File: src/rtl/rggen_axi4lite_master_if.sv
// AXI4-Lite bus bundle between rggen_axi4lite_master and a register-block slave.
// Member names keep the initiator-side i_/o_ port names of the master.
interface rggen_axi4lite_master_if #(
  parameter int ADDRESS_WIDTH = 16,
  parameter int BUS_WIDTH     = 32
);
  logic                     o_awvalid;
  logic                     i_awready;
  logic [ADDRESS_WIDTH-1:0] o_awaddr;
  logic [2:0]               o_awprot;
  logic                     o_wvalid;
  logic                     i_wready;
  logic [BUS_WIDTH-1:0]     o_wdata;
  logic [BUS_WIDTH/8-1:0]   o_wstrb;
  logic                     i_bvalid;
  logic                     o_bready;
  logic [1:0]               i_bresp;
  logic                     o_arvalid;
  logic                     i_arready;
  logic [ADDRESS_WIDTH-1:0] o_araddr;
  logic [2:0]               o_arprot;
  logic                     i_rvalid;
  logic                     o_rready;
  logic [BUS_WIDTH-1:0]     i_rdata;
  logic [1:0]               i_rresp;

  modport master (
    output o_awvalid, o_awaddr, o_awprot, o_wvalid, o_wdata, o_wstrb, o_bready,
           o_arvalid, o_araddr, o_arprot, o_rready,
    input  i_awready, i_wready, i_bvalid, i_bresp, i_arready, i_rvalid, i_rdata, i_rresp
  );

  modport slave (
    input  o_awvalid, o_awaddr, o_awprot, o_wvalid, o_wdata, o_wstrb, o_bready,
           o_arvalid, o_araddr, o_arprot, o_rready,
    output i_awready, i_wready, i_bvalid, i_bresp, i_arready, i_rvalid, i_rdata, i_rresp
  );
endinterface

File: src/rtl/rggen_axi4lite_master.sv
// Command/response stream to single AXI4-Lite transactions, one outstanding.
// Optional response-wait timeout with drain: define RGGEN_AXI4LITE_MASTER_TIMEOUT_EN.
module rggen_axi4lite_master #(
  parameter int ADDRESS_WIDTH  = 16,
  parameter int BUS_WIDTH      = 32,
  parameter int TIMEOUT_CYCLES = 1024
)(
  input  logic                     i_clk,
  input  logic                     i_rst,
  input  logic                     i_cmd_valid,
  output logic                     o_cmd_ready,
  input  logic                     i_cmd_write,
  input  logic [ADDRESS_WIDTH-1:0] i_cmd_address,
  input  logic [BUS_WIDTH-1:0]     i_cmd_write_data,
  input  logic [BUS_WIDTH/8-1:0]   i_cmd_strobe,
  output logic                     o_rsp_valid,
  input  logic                     i_rsp_ready,
  output logic [BUS_WIDTH-1:0]     o_rsp_read_data,
  output logic [1:0]               o_rsp_status,
  output logic                     o_rsp_timeout,
  rggen_axi4lite_master_if.master  axi
);
  localparam int STRB_W = BUS_WIDTH / 8;

  if (TIMEOUT_CYCLES < 2) begin : g_bad_timeout
    $error("TIMEOUT_CYCLES must be >= 2");
  end
  if (BUS_WIDTH != 32 && BUS_WIDTH != 64) begin : g_bad_width
    $error("BUS_WIDTH must be 32 or 64");
  end

  typedef enum logic [2:0] {
    IDLE,
    WRITE_REQ,
    WRITE_RESP,
    READ_REQ,
    READ_RESP,
`ifdef RGGEN_AXI4LITE_MASTER_TIMEOUT_EN
    DRAIN,
`endif
    RESPONSE
  } state_t;

  state_t                   r_state, w_state_nx;
  logic                     r_awvalid, r_wvalid, r_arvalid, r_bready, r_rready;
  logic                     w_awvalid_nx, w_wvalid_nx, w_arvalid_nx, w_bready_nx, w_rready_nx;
  logic                     r_pend, w_pend_nx;
  logic                     r_write, w_write_nx;
  logic [ADDRESS_WIDTH-1:0] r_addr, w_addr_nx;
  logic [BUS_WIDTH-1:0]     r_wdata, w_wdata_nx;
  logic [STRB_W-1:0]        r_wstrb, w_wstrb_nx;
  logic                     r_rsp_valid, w_rsp_valid_nx;
  logic [BUS_WIDTH-1:0]     r_rdata, w_rdata_nx;
  logic [1:0]               r_status, w_status_nx;
  logic                     w_b_hs, w_r_hs;
`ifdef RGGEN_AXI4LITE_MASTER_TIMEOUT_EN
  localparam int CNT_W = $clog2(TIMEOUT_CYCLES + 1);
  logic [CNT_W-1:0]         r_count, w_count_nx;
  logic                     r_timeout, w_timeout_nx;
  logic                     w_busy;
`endif

  always_comb begin
    // Channel bookkeeping is state-independent so that a timed-out transaction
    // keeps finishing its handshakes through RESPONSE and DRAIN.
    w_awvalid_nx   = r_awvalid & ~axi.i_awready;
    w_wvalid_nx    = r_wvalid  & ~axi.i_wready;
    w_arvalid_nx   = r_arvalid & ~axi.i_arready;
    w_b_hs         = r_bready & axi.i_bvalid;
    w_r_hs         = r_rready & axi.i_rvalid;
    w_pend_nx      = r_pend & ~w_b_hs & ~w_r_hs;
    w_bready_nx    = w_pend_nx &  r_write & ~w_awvalid_nx & ~w_wvalid_nx;
    w_rready_nx    = w_pend_nx & ~r_write & ~w_arvalid_nx;
    w_state_nx     = r_state;
    w_write_nx     = r_write;
    w_addr_nx      = r_addr;
    w_wdata_nx     = r_wdata;
    w_wstrb_nx     = r_wstrb;
    w_rsp_valid_nx = r_rsp_valid;
    w_rdata_nx     = r_rdata;
    w_status_nx    = r_status;
`ifdef RGGEN_AXI4LITE_MASTER_TIMEOUT_EN
    w_timeout_nx   = r_timeout;
`endif
    case (r_state)
      IDLE: if (i_cmd_valid) begin
        w_pend_nx  = 1'b1;
        w_write_nx = i_cmd_write;
        w_addr_nx  = i_cmd_address;
        w_wdata_nx = i_cmd_write_data;
        w_wstrb_nx = i_cmd_strobe;
        if (i_cmd_write) begin
          w_awvalid_nx = 1'b1;
          w_wvalid_nx  = 1'b1;
          w_state_nx   = WRITE_REQ;
        end else begin
          w_arvalid_nx = 1'b1;
          w_state_nx   = READ_REQ;
        end
      end
      WRITE_REQ:  if (!w_awvalid_nx && !w_wvalid_nx) w_state_nx = WRITE_RESP;
      WRITE_RESP: if (w_b_hs) begin
        w_rsp_valid_nx = 1'b1;
        w_rdata_nx     = '0;
        w_status_nx    = axi.i_bresp;
        w_state_nx     = RESPONSE;
      end
      READ_REQ:   if (!w_arvalid_nx) w_state_nx = READ_RESP;
      READ_RESP:  if (w_r_hs) begin
        w_rsp_valid_nx = 1'b1;
        w_rdata_nx     = axi.i_rdata;
        w_status_nx    = axi.i_rresp;
        w_state_nx     = RESPONSE;
      end
      RESPONSE: if (i_rsp_ready) begin
        w_rsp_valid_nx = 1'b0;
`ifdef RGGEN_AXI4LITE_MASTER_TIMEOUT_EN
        w_timeout_nx   = 1'b0;
        w_state_nx     = r_timeout ? DRAIN : IDLE;
`else
        w_state_nx     = IDLE;
`endif
      end
`ifdef RGGEN_AXI4LITE_MASTER_TIMEOUT_EN
      DRAIN: if (!w_pend_nx) w_state_nx = IDLE;
`endif
      default: w_state_nx = IDLE;
    endcase
`ifdef RGGEN_AXI4LITE_MASTER_TIMEOUT_EN
    w_busy     = (r_state == WRITE_REQ) || (r_state == WRITE_RESP) ||
                 (r_state == READ_REQ)  || (r_state == READ_RESP);
    w_count_nx = w_busy ? r_count + CNT_W'(1) : r_count;
    // Last allowed wait cycle and the transaction is still not done: give up.
    if (w_busy && r_count == CNT_W'(TIMEOUT_CYCLES - 1) && w_state_nx != RESPONSE) begin
      w_state_nx     = RESPONSE;
      w_rsp_valid_nx = 1'b1;
      w_rdata_nx     = '0;
      w_status_nx    = 2'b10;
      w_timeout_nx   = 1'b1;
    end
    if (w_state_nx == IDLE) w_count_nx = '0;
`endif
  end

  always_ff @(posedge i_clk) begin
    if (i_rst) begin
      r_state     <= IDLE;
      r_awvalid   <= 1'b0;
      r_wvalid    <= 1'b0;
      r_arvalid   <= 1'b0;
      r_bready    <= 1'b0;
      r_rready    <= 1'b0;
      r_pend      <= 1'b0;
      r_write     <= 1'b0;
      r_addr      <= '0;
      r_wdata     <= '0;
      r_wstrb     <= '0;
      r_rsp_valid <= 1'b0;
      r_rdata     <= '0;
      r_status    <= 2'b00;
`ifdef RGGEN_AXI4LITE_MASTER_TIMEOUT_EN
      r_count     <= '0;
      r_timeout   <= 1'b0;
`endif
    end else begin
      r_state     <= w_state_nx;
      r_awvalid   <= w_awvalid_nx;
      r_wvalid    <= w_wvalid_nx;
      r_arvalid   <= w_arvalid_nx;
      r_bready    <= w_bready_nx;
      r_rready    <= w_rready_nx;
      r_pend      <= w_pend_nx;
      r_write     <= w_write_nx;
      r_addr      <= w_addr_nx;
      r_wdata     <= w_wdata_nx;
      r_wstrb     <= w_wstrb_nx;
      r_rsp_valid <= w_rsp_valid_nx;
      r_rdata     <= w_rdata_nx;
      r_status    <= w_status_nx;
`ifdef RGGEN_AXI4LITE_MASTER_TIMEOUT_EN
      r_count     <= w_count_nx;
      r_timeout   <= w_timeout_nx;
`endif
    end
  end

  assign o_cmd_ready     = (r_state == IDLE);
  assign o_rsp_valid     = r_rsp_valid;
  assign o_rsp_read_data = r_rdata;
  assign o_rsp_status    = r_status;
`ifdef RGGEN_AXI4LITE_MASTER_TIMEOUT_EN
  assign o_rsp_timeout   = r_timeout;
`else
  assign o_rsp_timeout   = 1'b0;
`endif

  assign axi.o_awvalid = r_awvalid;
  assign axi.o_awaddr  = r_addr;
  assign axi.o_awprot  = 3'b000;
  assign axi.o_wvalid  = r_wvalid;
  assign axi.o_wdata   = r_wdata;
  assign axi.o_wstrb   = r_wstrb;
  assign axi.o_bready  = r_bready;
  assign axi.o_arvalid = r_arvalid;
  assign axi.o_araddr  = r_addr;
  assign axi.o_arprot  = 3'b000;
  assign axi.o_rready  = r_rready;
endmodule

File: src/flat_wrapper.sv
// flat-port wrapper written by rule: the top's interface ports become plain ports
module rggen_axi4lite_master_flat 
#(
  parameter int ADDRESS_WIDTH  = 16,
  parameter int BUS_WIDTH      = 32,
  parameter int TIMEOUT_CYCLES = 1024
)
  (i_clk, i_rst, i_cmd_valid, o_cmd_ready, i_cmd_write, i_cmd_address, i_cmd_write_data, i_cmd_strobe, o_rsp_valid, i_rsp_ready, o_rsp_read_data, o_rsp_status, o_rsp_timeout, axi_o_awvalid, axi_o_awaddr, axi_o_awprot, axi_o_wvalid, axi_o_wdata, axi_o_wstrb, axi_o_bready, axi_o_arvalid, axi_o_araddr, axi_o_arprot, axi_o_rready, axi_i_awready, axi_i_wready, axi_i_bvalid, axi_i_bresp, axi_i_arready, axi_i_rvalid, axi_i_rdata, axi_i_rresp);
  rggen_axi4lite_master_if #(.ADDRESS_WIDTH(ADDRESS_WIDTH), .BUS_WIDTH(BUS_WIDTH)) axi_i ();
  input  logic i_clk;
  input  logic i_rst;
  input  logic i_cmd_valid;
  output logic o_cmd_ready;
  input  logic i_cmd_write;
  input  logic [ADDRESS_WIDTH-1:0] i_cmd_address;
  input  logic [BUS_WIDTH-1:0] i_cmd_write_data;
  input  logic [BUS_WIDTH/8-1:0] i_cmd_strobe;
  output logic o_rsp_valid;
  input  logic i_rsp_ready;
  output logic [BUS_WIDTH-1:0] o_rsp_read_data;
  output logic [1:0] o_rsp_status;
  output logic o_rsp_timeout;
  output wire logic [$bits(axi_i.o_awvalid)-1:0] axi_o_awvalid;
  output wire logic [$bits(axi_i.o_awaddr)-1:0] axi_o_awaddr;
  output wire logic [$bits(axi_i.o_awprot)-1:0] axi_o_awprot;
  output wire logic [$bits(axi_i.o_wvalid)-1:0] axi_o_wvalid;
  output wire logic [$bits(axi_i.o_wdata)-1:0] axi_o_wdata;
  output wire logic [$bits(axi_i.o_wstrb)-1:0] axi_o_wstrb;
  output wire logic [$bits(axi_i.o_bready)-1:0] axi_o_bready;
  output wire logic [$bits(axi_i.o_arvalid)-1:0] axi_o_arvalid;
  output wire logic [$bits(axi_i.o_araddr)-1:0] axi_o_araddr;
  output wire logic [$bits(axi_i.o_arprot)-1:0] axi_o_arprot;
  output wire logic [$bits(axi_i.o_rready)-1:0] axi_o_rready;
  input wire logic [$bits(axi_i.i_awready)-1:0] axi_i_awready;
  input wire logic [$bits(axi_i.i_wready)-1:0] axi_i_wready;
  input wire logic [$bits(axi_i.i_bvalid)-1:0] axi_i_bvalid;
  input wire logic [$bits(axi_i.i_bresp)-1:0] axi_i_bresp;
  input wire logic [$bits(axi_i.i_arready)-1:0] axi_i_arready;
  input wire logic [$bits(axi_i.i_rvalid)-1:0] axi_i_rvalid;
  input wire logic [$bits(axi_i.i_rdata)-1:0] axi_i_rdata;
  input wire logic [$bits(axi_i.i_rresp)-1:0] axi_i_rresp;
  assign axi_o_awvalid = axi_i.o_awvalid;
  assign axi_o_awaddr = axi_i.o_awaddr;
  assign axi_o_awprot = axi_i.o_awprot;
  assign axi_o_wvalid = axi_i.o_wvalid;
  assign axi_o_wdata = axi_i.o_wdata;
  assign axi_o_wstrb = axi_i.o_wstrb;
  assign axi_o_bready = axi_i.o_bready;
  assign axi_o_arvalid = axi_i.o_arvalid;
  assign axi_o_araddr = axi_i.o_araddr;
  assign axi_o_arprot = axi_i.o_arprot;
  assign axi_o_rready = axi_i.o_rready;
  assign axi_i.i_awready = axi_i_awready;
  assign axi_i.i_wready = axi_i_wready;
  assign axi_i.i_bvalid = axi_i_bvalid;
  assign axi_i.i_bresp = axi_i_bresp;
  assign axi_i.i_arready = axi_i_arready;
  assign axi_i.i_rvalid = axi_i_rvalid;
  assign axi_i.i_rdata = axi_i_rdata;
  assign axi_i.i_rresp = axi_i_rresp;
  rggen_axi4lite_master #(.ADDRESS_WIDTH(ADDRESS_WIDTH), .BUS_WIDTH(BUS_WIDTH), .TIMEOUT_CYCLES(TIMEOUT_CYCLES)) u_core (.i_clk(i_clk), .i_rst(i_rst), .i_cmd_valid(i_cmd_valid), .o_cmd_ready(o_cmd_ready), .i_cmd_write(i_cmd_write), .i_cmd_address(i_cmd_address), .i_cmd_write_data(i_cmd_write_data), .i_cmd_strobe(i_cmd_strobe), .o_rsp_valid(o_rsp_valid), .i_rsp_ready(i_rsp_ready), .o_rsp_read_data(o_rsp_read_data), .o_rsp_status(o_rsp_status), .o_rsp_timeout(o_rsp_timeout), .axi(axi_i));
endmodule
File: config.mk
export PLATFORM = sky130hd
export DESIGN_NAME = rggen_axi4lite_master_flat
export DESIGN_NICKNAME = d
export VERILOG_FILES = /design/src/rtl/rggen_axi4lite_master_if.sv /design/src/rtl/rggen_axi4lite_master.sv /design/src/flat_wrapper.sv
export SDC_FILE = /design/constraint.sdc
export NUM_CORES = 1
export LEC_CHECK = 0
export ABC_AREA = 0
export CORE_ASPECT_RATIO = 0.8
export CORE_UTILIZATION = 41
export DETAILED_ROUTE_END_ITERATION = 10
export PLACE_DENSITY = 0.86
export SKIP_LAST_GASP = 1
export SYNTH_ARGS = -nofsm -noshare
export SYNTH_HDL_FRONTEND = slang
export SYNTH_SLANG_ARGS = --single-unit
File: constraint.sdc
create_clock -name i_clk -period 2.35 [get_ports i_clk]
set_input_delay 0.235 -clock i_clk [delete_from_list [all_inputs] [get_ports i_clk]]
set_output_delay 0.235 -clock i_clk [all_outputs]
set_load 0.01 [all_outputs]
==> flow_metrics.tcl, run 1 <==
set metrics [dict create \
    critical_path_cell_count 2 \
    synth-main-ff-cell "dfxtp_1" \
    wl_per_cell_um 15.3 \
    synth_edf_count 0 \
    worstSetupEndpoint "o_cmd_ready" \
    period_needed_ns 1.91 \
    syn_area_um2 3710 \
    max_slew_margin 0.578 \
    cp.required_ns 2.12 \
    fmax_ghz 0.523 \
    rsz0062_at_grt "false" \
    r2r-start "u_core.r_state[2]$_SDFFE_PP0P_" \
    cts_root_buffer "clkbuf_16" \
    routabilityCongestion 0.754 \
    synth-async-reset-ratio 0 \
    synth_seq_cells 97 \
    clock_latency_ns 0.33 \
    final.period_utilization 0.814 \
    final_nets 670 \
    r2r_end "u_core.o_rsp_read_data[10]$_SDFFE_PP0P_" \
    drv_slew 0 \
    start_util 0.429 \
    cp_top_family "buffers and inverters" \
    die-height_um 87.0 \
    drive_above_1_share 0.0520 \
    critPathLaunchType "flop" \
    grt_max_degree 45 \
    hold_violations 0 \
    cts_resized 0 \
    synth.area.top_cells "dfxtp_1 (52%), nand2_1 (11%), a32o_1 (8.6%)" \
    row_count 30 \
    core_um2 8630 \
    ir_drop_v 0.000457 \
    cellPowerDensity_nw_per_um2 674 \
    critPathSlowestCell "clkdlybuf4s50_1" \
    finalInstanceArea_um2 5890 \
    antenna_cells 0 \
    ff2ff_path_depth 4 \
    cts.clk_slew.worst_paths_ns 0.07 \
    rrSetupSlack_ns 0.46 \
    hpwlAfterDp_mm 7.64 \
    critPathBufInv 1 \
    io_pins 214 \
    outcome "finished clean" \
    tns_ns 0 \
    die_w_um 108 \
    dieArea_um2 9430 \
    num_vias 3518 \
    synthToLayoutAreaGrowth_pct 58.9 \
    wirelength_mm 10.5 \
    clock_skew_ns 0.00844 \
    grt_overflow_total 0 \
    critPathMaxStageDelay_ns 0.59 \
    min_path_type "in2reg" \
    grt_pass1_vias 3367 \
    path_class "reg2out" \
    synth_cells 395 \
    grt_use_total 0.224 \
    placed_area_um2 5610 \
    firstDrtPassIters 4 \
    synth.largest_area_cell "dfxtp_1" \
    max_cap_viol_count 0 \
    clockBufferDepth 2 \
    viasPerCell 5.11 \
    cts_setup_buffers 0 \
    io_buffers 206 \
    crit_chain "nor3_1 -> clkdlybuf4s50_1" \
    postCtsHoldBufs 0 \
    ys_types 36 \
    fin_total_pwr_mw 3.97 \
    setup_viol 0 \
    cts_buffers 9 \
    drt_iter0_drc 246 \
    syn_avg_cell_area_um2 9.38 \
    cp-startpoint "u_core.r_state[0]$_SDFFE_PP0P_" \
    cts_num_sinks 97 \
    p_leak_nw 2.14 \
    h-tree-depth 3 \
    crit_path_end_kind "output port" \
    postRouteAntennaNets 0 \
    worst_pin_slew_ns 0.632 \
    crit_arrival_ns 1.68 \
    synth_top_area_frac 0.524 \
    holdCritStartpoint "i_rst" \
    synth.yosys.seq_area_share 0.524 \
    antenna_found_initial 0 \
    cts_tree "built" \
    yosysWarnings 0 \
    grt_first_pass_wirelength_mm 16.5 \
    drc 0 \
    critPathMaxFanout 15 \
]
==> cell usage in the layout (no fill, tap or decap), types with 2 or more instances in the layout <==
cell             netlist  final
clkinv_2               0      2
clkdlybuf4s50_1        0    205
nor3_1                 2      2
nand4b_1               2      2
a32o_1                32     32
nand2b_1               2      2
conb_1                 1      7
buf_4                 27      7
inv_6                  0      3
clkbuf_16              0      9
nor2_1                 4      4
a21oi_1               57     57
nor3b_1                2      2
and4b_1                2      2
o21ai_0                4      4
mux2i_1                3      3
a311oi_1               2      2
a41oi_1                2      2
a2111oi_0              3      3
nand2_1              108    108
dfxtp_1               97     97
and3b_1                2      2
==> synth_stat cells (all sizes together), types with 2 or more instances <==
cell	number
a2111oi	3
a21oi	57
a311oi	2
a32o	32
a41oi	2
and3b	2
and4b	2
buf	44
clkbuf	10
dfxtp	97
inv	2
mux2i	3
nand2	108
nand2b	2
nand4b	2
nor2	4
nor3	2
nor3b	4
o21ai	5
==> worst min path at each step <==
stage / endpoint / slack, ns / cells after the start
2_1_floorplan: u_core.o_rsp_read_data[0]$_SDFFE_PP0P_ / 0.36 / 1
3_3_place_gp: u_core.axi.o_wdata[2]$_SDFFE_PP0P_ / 0.44 / 2
3_5_place_dp: u_core.axi.o_wdata[4]$_SDFFE_PP0P_ / 0.45 / 2
4_1_cts: u_core.axi.o_wdata[14]$_SDFFE_PP0P_ / 0.32 / 2
5_1_grt: u_core.axi.o_awvalid$_SDFF_PP0_ / 0.34 / 2
6_report: u_core.axi.o_wstrb[3]$_SDFFE_PP0P_ / 0.33 / 2
==> power by group <==
part | internal [mW] | total (mW) | switching (mW)
clock network | 0.727 | 1.37 | 0.638
logic | 0.435 | 0.771 | 0.336
registers | 1.75 | 1.83 | 0.0844
==> metal layers <==
layer / global-route usage / routed length [µm] / share of wire
met1: 0.260 / 4170 / 0.40
met4: 0.0835 / 227 / 0.022
met2: 0.395 / 5400 / 0.51
met5: 0 / 0 / 0
met3: 0.0613 / 738 / 0.070
==> flip-flops by register name, summed over array words and instances, names as in the netlist, 2 cells and up <==
| name | flops |
|---|---|
| u_core.o_rsp_status | 2 |
| u_core.o_rsp_read_data | 32 |
| u_core.axi.o_wstrb | 4 |
| u_core.axi.o_araddr | 16 |
| u_core.r_state | 3 |
| u_core.axi.o_wdata | 32 |
==> area by class of cell <==
type	count	area (µm²)
flip-flops and latches	97	1940
multi-input cells	248	1390
inverters	2	7.51
clock inverters	7	52.6
fillers	709	2750
well taps	112	140
repair buffers	214	2130
clock buffers	9	225
==> worst reg2reg max path, stage by stage, from the launching register on <==
cell	delay [ns]
dfxtp_1	0.63
nor3b_2	0.41
nor3b_4	0.24
buf_4	0.36
a32o_1	0.19
==> cells by family after synthesis <==
group	Yosys count	synth area share
compound gates	106	0.198
buf+inv	56	0.108
flops	97	0.524
mux	3	0.00810
other cells	1	0.00101
simple gates	132	0.161
==> through the flow <==
stage	utilization	hold WS, ns	worst slack, ns	std cells
detailed placement	0.650	0.446	0.339	673
CTS	0.682	0.319	0.424	689
floorplan	-	0.361	0.908	401
global placement	0.650	0.441	0.399	673
global route	0.682	0.341	0.309	689
finish	0.682	0.326	0.438	689
Power figures use the tool's default switching activity.
==> run 2: changes to the inputs <==
- CORE_UTILIZATION: 41 -> 34
- PLACE_DENSITY: 0.86 -> 0.76
- clock period: 2.35 -> 1.64 ns (I/O delays scaled with it)
==> flow_metrics.tcl, run 2 (same netlist as run 1, synthesis figures left out) <==
set metrics [dict create \
    outcome "finished clean" \
    grt_use_total 0.181 \
    place_inst 710 \
    r2r-start "u_core.r_state[2]$_SDFFE_PP0P_" \
    io_buffers 206 \
    wl_per_cell_um 14.4 \
    r2r_end "u_core.axi.o_wdata[30]$_SDFFE_PP0P_" \
    antenna_cells 0 \
    cts_tree "built" \
    synthToLayoutAreaGrowth_pct 64.3 \
    grt_max_degree 56 \
    layout_common_cells "clkdlybuf4s50_1 (204), nand2_1 (108), dfxtp_1 (97), a21oi_1 (57), a32o_1 (32)" \
    drv_slew 0 \
    hold_violations 0 \
    grt_first_pass_wirelength_mm 16.1 \
    stdcell_count 726 \
    grt_pass1_vias 3253 \
    worstSetupEndpoint "u_core.axi.o_wdata[30]$_SDFFE_PP0P_" \
    cts_buffers 9 \
    io_pins 214 \
    hpwlAfterDp_mm 7.69 \
    cts.clk_slew.worst_paths_ns 0.06 \
    core_um2 10400 \
    p_leak_nw 2.22 \
    cp.required_ns 1.85 \
    crit_path_end_kind "flop" \
    antenna_found_initial 0 \
    multi_input_area_um2 1390 \
    viasPerCell 4.81 \
    clock_latency_ns 0.33 \
    final_nets 679 \
    row_count 33 \
    finalInstanceArea_um2 6090 \
    clock_skew_ns 0.00394 \
    wirelength_mm 10.4 \
    worst_pin_slew_ns 0.477 \
    ff2ff_path_depth 4 \
    postRouteAntennaNets 0 \
    die_w_um 119 \
    timing.final.ws_setup_ns 0.0559 \
    clockBufferDepth 2 \
    final.period_utilization 0.966 \
    drive_above_1_share 0.0666 \
    tns_ns 0 \
    path_class "reg2reg" \
    holdCritStartpoint "i_rst" \
    rrSetupSlack_ns 0.06 \
    setup_viol 0 \
    whs_ns 0.330 \
    post-route-util 0.585 \
    max_slew_margin 0.673 \
    final_common_cell "clkdlybuf4s50_1" \
    num_vias 3489 \
    ir_drop_v 0.000758 \
    h-tree-depth 3 \
    drc 0 \
    fmax_ghz 0.631 \
    cts_root_buffer "clkbuf_16" \
    min_path_type "in2reg" \
    critPathMaxFanout 55 \
    drt_iter0_drc 204 \
    cts_setup_buffers 0 \
    period_needed_ns 1.58 \
    routabilityCongestion 0.752 \
    firstDrtPassIters 4 \
    cellPowerDensity_nw_per_um2 990 \
    dieArea_um2 11300 \
    start_util 0.356 \
    place_ws_ns -0.183 \
    cp-startpoint "u_core.r_state[2]$_SDFFE_PP0P_" \
    nFillCells 881 \
    ff_latch_area_um2 1940 \
    critPathLaunchType "flop" \
    crit_arrival_ns 1.80 \
    max_cap_viol_count 0 \
    placed_area_um2 5760 \
    fin_total_pwr_mw 6.03 \
    rsz0062_at_grt "false" \
    grt_overflow_total 0 \
    die-height_um 95.4 \
    cts_num_sinks 97 \
]
-- run 2: metal layers --
metal | routed length, µm | track usage | up-vias
met5 | 0 | 0 | -
met3 | 653 | 0.0502 | 14
met4 | 144 | 0.0580 | 0
met2 | 4990 | 0.305 | 136
met1 | 4650 | 0.227 | 1617
li1 | - | - | 1722
-- run 2: layout make-up --
type,instances,share of cell area
multi-input cells,248,0.228
flip-flops and latches,97,0.319
inverters,2,0.00123
repair buffers,223,0.369
clock buffers,10,0.0392
well taps,140,0.0288
clock inverters,6,0.0148
-- run 2: worst min path at each step --
stage | endpoint | slack [ns] | depth (start not counted)
after floorplan | u_core.o_rsp_read_data[0]$_SDFFE_PP0P_ | 0.29 | 1
after global routing | u_core.axi.o_arvalid$_SDFF_PP0_ | 0.33 | 3
after CTS | u_core.axi.o_arvalid$_SDFF_PP0_ | 0.32 | 3
final | u_core.axi.o_arvalid$_SDFF_PP0_ | 0.33 | 3
after global placement | u_core.axi.o_rready$_SDFF_PP0_ | 0.44 | 1
after detailed placement | u_core.axi.o_rready$_SDFF_PP0_ | 0.44 | 1
-- run 2: worst max-delay path: stages, from the launching register on --
cell and delay (ns):
dfxtp_1 0.32, or4b_2 0.71, buf_12 0.21, nand2_1 0.11
a21oi_1 0.06
-- run 2: what timing repair did --
action | CTS | global route
hold buffers | 0 | 0
endpoints found under the setup margin | 1 | 0
resized for setup | 1 | 0
-- run 2: where the power goes --
part           switching, mW  internal, mW
logic                  0.525         0.664
registers             0.0901          2.50
clock network          0.869          1.38
==> run 3: changes to the inputs <==
- SLEW_MARGIN: default -> 20
==> results of run 3 <==
No change in the layout: final DEF, timing and power equal those of run 2.
